<file path="src/rtl/spi_byte_shifter_pkg.sv">
// Shared SPI definitions: shifter FSM encoding and default frame length.
package spi_byte_shifter_pkg;

  localparam int DEFAULT_WIDTH = 8;

  typedef enum logic {
    IDLE  = 1'b0,
    SHIFT = 1'b1
  } state_t;

endpackage

</file>
<file path="src/rtl/spi_byte_shifter.sv">
// SPI mode-0 slave word shifter driven by pre-synchronized CS/SCLK edge pulses.
// Samples mosi on SCLK rise, advances miso on SCLK fall, MSB first.
module spi_byte_shifter
  import spi_byte_shifter_pkg::*;
#(
  parameter int WIDTH = DEFAULT_WIDTH
) (
  input  logic             clk,
  input  logic             rst,
  input  logic             ena,
  input  logic             cs_fall,
  input  logic             cs_rise,
  input  logic             sclk_rise,
  input  logic             sclk_fall,
  input  logic             mosi,
  input  logic [WIDTH-1:0] tx_data,
  output logic             miso,
  output logic [WIDTH-1:0] rx_data,
  output logic             rx_valid,
  output logic             tx_load,
  output logic             busy
);

  localparam int CW = $clog2(WIDTH);
  localparam logic [CW-1:0] LAST_BIT = CW'(WIDTH - 1);

  state_t           state_reg, state_next;
  logic [CW-1:0]    cnt_reg, cnt_next;
  logic [WIDTH-1:0] tx_reg, tx_next;
  logic [WIDTH-1:0] rx_reg, rx_next;
  logic [WIDTH-1:0] rx_data_reg, rx_data_next;
  logic             done_reg, done_next;
  logic             rx_valid_reg, rx_valid_next;
  logic             tx_load_reg, tx_load_next;
  logic             miso_reg, miso_next;

  always_ff @(posedge clk or posedge rst) begin
    if (rst) begin
      state_reg <= IDLE;
    end else begin
      state_reg <= state_next;
    end
  end

  always_ff @(posedge clk or posedge rst) begin
    if (rst) begin
      cnt_reg      <= '0;
      tx_reg       <= '0;
      rx_reg       <= '0;
      rx_data_reg  <= '0;
      done_reg     <= 1'b0;
      rx_valid_reg <= 1'b0;
      tx_load_reg  <= 1'b0;
      miso_reg     <= 1'b0;
    end else begin
      cnt_reg      <= cnt_next;
      tx_reg       <= tx_next;
      rx_reg       <= rx_next;
      rx_data_reg  <= rx_data_next;
      done_reg     <= done_next;
      rx_valid_reg <= rx_valid_next;
      tx_load_reg  <= tx_load_next;
      miso_reg     <= miso_next;
    end
  end

  always_comb begin
    state_next    = state_reg;
    cnt_next      = cnt_reg;
    tx_next       = tx_reg;
    rx_next       = rx_reg;
    rx_data_next  = rx_data_reg;
    done_next     = done_reg;
    rx_valid_next = 1'b0;
    tx_load_next  = 1'b0;

    if (ena) begin
      // Deselect dominates every other pulse arriving in the same cycle.
      if (state_reg == SHIFT && cs_rise) begin
        state_next = IDLE;
        cnt_next   = '0;
      end else if (cs_fall) begin
        state_next   = SHIFT;
        tx_next      = tx_data;
        cnt_next     = '0;
        rx_next      = '0;
        done_next    = 1'b0;
        tx_load_next = 1'b1;
      end else if (state_reg == SHIFT) begin
        if (sclk_rise) begin
          rx_next = {rx_reg[WIDTH-2:0], mosi};
          if (cnt_reg == LAST_BIT) begin
            cnt_next      = '0;
            rx_data_next  = {rx_reg[WIDTH-2:0], mosi};
            rx_valid_next = 1'b1;
            done_next     = 1'b1;
          end else begin
            cnt_next = cnt_reg + 1'b1;
          end
        end else if (sclk_fall) begin
          // A fall at bit 0 only reloads once a word has finished; the
          // leading fall of a frame has nothing to advance.
          if (cnt_reg != '0) begin
            tx_next = {tx_reg[WIDTH-2:0], 1'b0};
          end else if (done_reg) begin
            tx_next      = tx_data;
            tx_load_next = 1'b1;
          end
        end
      end
    end

    miso_next = (state_next == SHIFT) ? tx_next[WIDTH-1] : 1'b0;
  end

  assign miso     = miso_reg;
  assign rx_data  = rx_data_reg;
  assign rx_valid = rx_valid_reg;
  assign tx_load  = tx_load_reg;
  assign busy     = (state_reg == SHIFT);

endmodule

</file>
<file path="config.mk">
export PLATFORM = sky130hd
export DESIGN_NAME = spi_byte_shifter
export DESIGN_NICKNAME = d
export VERILOG_FILES = /design/src/rtl/spi_byte_shifter_pkg.sv /design/src/rtl/spi_byte_shifter.sv
export SDC_FILE = /design/constraint.sdc
export NUM_CORES = 1
export LEC_CHECK = 0
export CAP_MARGIN = 40
export CORE_MARGIN = 2
export CORE_UTILIZATION = 46
export DETAILED_ROUTE_END_ITERATION = 10
export PLACE_DENSITY = 0.75
export SYNTH_ARGS = -nofsm -noshare
export SYNTH_HDL_FRONTEND = slang
export SYNTH_SLANG_ARGS = --single-unit
</file>
<file path="constraint.sdc">
create_clock -name clk -period 1.7 [get_ports clk]
set_input_delay 0.34 -clock clk [delete_from_list [all_inputs] [get_ports clk]]
set_output_delay 0.34 -clock clk [all_outputs]
set_load 0.02 [all_outputs]
</file>
==> summary.md <==
| Metric | Value |
|---|---|
| Status | `finished clean` |
| DRT Pass-1 Iters | `4` |
| Sequential group share of total power | `0.473` |
| Placed cells | `190` |
| Internal power | `1.33 mW` |
| Final Hold Viols | `0` |
| Iter 0 DRT Violations | `18` |
| Worst-Skew Late Latency | `0.34 ns` |
| Non-Filler Instances | `200` |
| CP cell instances | `inv_1, ha_4, and2b_2, a21oi_2, o21a_1, buf_12, mux2_4` |
| RePlAce Congestion | `0.758` |
| Clock sinks | `31` |
| Die H | `between 60 and 70 µm` |
| Number of antenna violations at the first check in global routing | `0` |
| Clock transition at path regs | `around 0.1 ns` |
| Final worst-path cycle share | `0.985` |
| Antenna diode count | `0` |
| CTS tree | `yes` |
| Worst-Margin Slew | `between 0.3 and 0.4 ns` |
| Startpoint types | `flop` |
| Gr ovfl total | `0` |
| Top Ports | `28` |
| Mapped Nets | `125` |
| Placed cell area | `1890 µm²` |
| Rel. slew slack | `0.752` |
| Met3 WL | `130 µm` |
| Clock period minus worst slack | `1.67 ns` |
| Sw Pwr | `approximately 0.45 mW` |
| Area grow syn2layout | `38.4%` |
| Wire length per cell | `14.6 µm` |
| Final Instance Area | `2010 µm²` |
| DRT antenna net count | `0` |
| Yosys warns | `0` |
| Commonest non-fill, non-tap cells in the layout | `dfrtp_1 (31), clkdlybuf4s50_1 (23), buf_4 (17), a22o_1 (15), mux2_2 (9)` |
| Number of global-route vias before repair | `roughly 1100` |
| Vias/cell | `5.12` |
| R2R Setup Slk | `0.03 ns` |
| Largest net degree at the start of global routing | `32` |
| Mapped Area | `1450 µm²` |
| H-Tree Depth | `2` |
| Initial Util | `0.479` |
| CTS buffer count | `5` |
| Final setup fails | `0` |
| Port bufs | `27` |
| Worst VDD drop | `about 0.00047 V` |
| Combinational fraction of design power | `0.183` |
| Core footprint | `approximately 3000 µm²` |
| Clock share of power | `0.344` |
| Hold crit path type | `input port to async pin` |
| DRC errors left | `0` |
| Total power draw | `1.77 mW` |
| Synth async-reset ratio | `1.00` |
| Seq cells post-synth | `31` |
| Bufs on Longest Clock Path | `2` |
| Critical setup path kind | `flop to flop` |
| Worst path slowest cell | `dfrtp_1` |
| Critical path's top delay family | `flip-flops` |
| Commonest non-fill, non-tap cell in the layout | `dfrtp_1` |
| Clock Tree Root | `clkbuf_4` |
| Max Clock Freq | `597 MHz` |
| Die area | `3620 µm²` |
| GRT Util Overall | `0.191` |
| Switching share of power | `0.253` |
| Met1 Routed Length | `1.35 mm` |
| Chip Width | `60.2 µm` |
| DR top layer | `met4` |
| Final WL | `2.91 mm` |
| Synth Flop Type | `dfrtp_1` |
| Clock skew | `0.00960 ns` |
| First-pass GRT wire length | `5.00 mm` |
| Critical path endpoint category | `flop` |
| Sequential area share after synthesis | `0.534` |
| CP max stage delay | `0.36 ns` |
| Crit path DAT | `1.90 ns` |
| Mapped Cells | `106` |
| Syn Area/Cell | `13.7 µm²` |
| FP Rows | `20` |
| Post-DP HPWL | `2.02 mm` |
| Crit-path max FO | `7` |
| Nets | `174` |
| MaxCap Viol Count | `0` |
| RSZ-0062 raised after global routing | `yes` |
| WL met2 | `1.40 mm` |
| FILL cells | `224` |
| Critical Path RT | `1.92 ns` |
| PD cells | `just under 900 nW/µm²` |
| Yosys cell types | `32` |
| WP buf/inv | `2` |
| Share of cells above drive strength 1 | `0.340` |
| Via count | `1023` |
| Final slew viol count | `0` |
| Leakage power | `around 1 nW` |
| Hold Buf Count CTS | `0` |
| Post-synth EDFFs | `0` |
metal layers:
layer | vias up | global-route usage
met5 | - | 0
met2 | 26 | 0.306
met1 | 506 | 0.242
met3 | 5 | 0.0671
met4 | 0 | 0.0571
li1 | 486 | -
what timing repair did:
item | 4_1_cts | 5_1_grt
gates resized for setup | 2 | 6
hold endpoints to repair | 0 | 0
gates cloned | 0 | 0
endpoints found under the setup margin | 7 | 9
setup buffers | 2 | 0
pin swaps | 1 | 2
cells in the mapped netlist (2+ instances only):
master	number	area (µm²)
ha_1	3	37.5
nand3b_1	2	15.0
o21a_1	2	15.0
nand2_1	3	11.3
mux2i_1	2	20.0
mux2_2	9	101
a21oi_1	3	15.0
nor2_1	2	7.51
dfrtp_1	31	776
mux2_4	6	90.1
a22o_1	15	131
inv_1	8	30.0
metrics by stage:
step / util / setup TNS [ns] / setup WS, ns / hold slack, ns
6_report: 0.664 / 0 / 0.0257 / 0.358
5_1_grt: 0.664 / -0.0171 / -0.0111 / 0.397
4_1_cts: 0.657 / 0 / 0.0170 / 0.364
3_5_place_dp: 0.623 / -3.58 / -0.176 / 0.487
3_3_place_gp: 0.623 / -2.98 / -0.153 / 0.482
2_1_floorplan: - / 0 / 0.0797 / 0.444
cell type report:
| type | instances | area [µm²] | share of cell area |
|---|---|---|---|
| Clock buffer | 6 | 51.3 | 0.0255 |
| Clock inverter | 2 | 35.0 | 0.0174 |
| Inverter | 8 | 30.0 | 0.0149 |
| Multi-Input combinational cell | 64 | 638 | 0.318 |
| Sequential cell | 31 | 776 | 0.386 |
| Tap cell | 44 | 55.1 | 0.0274 |
| Timing Repair Buffer | 45 | 424 | 0.211 |
path summary, 6_finish.rpt:
check | start | cells after the start | end
min reg2reg | rx_data[5] | 1 | rx_data[5]
max | cnt_reg[1] | 7 | tx_reg[5]
min in group clk | rx_data[5] | 1 | rx_data[5]
max in group asynchronous | rst | 3 | done_reg
max reg2reg | cnt_reg[1] | 7 | tx_reg[5]
min | rst | 3 | tx_reg[2]
power by group through the flow:
stage / Sequential [mW] / Clock [mW] / Combinational, mW
3_3_place_gp: 0.848 / 0 / 0.309
5_1_grt: 0.847 / 0.660 / 0.354
3_5_place_dp: 0.852 / 0 / 0.319
2_1_floorplan: 0.850 / 0 / 0.184
6_report: 0.839 / 0.611 / 0.324
4_1_cts: 0.838 / 0.620 / 0.324
worst min-delay path, cell delays in order:
cell             delay, ns
clkdlybuf4s50_1       0.39
inv_1                 0.05
buf_4                 0.34
logic make-up (layout without fill, tap and decap cells):
logic type / count (synthesis) / after routing / share of synthesized area
mux: 17 / 17 / 0.146
simple gates: 16 / 16 / 0.0845
fa+ha+maj: 3 / 3 / 0.0259
flops: 31 / 31 / 0.534
compound gates: 28 / 28 / 0.172
buf+inv: 11 / 61 / 0.0371
Power figures use the tool's default switching activity.
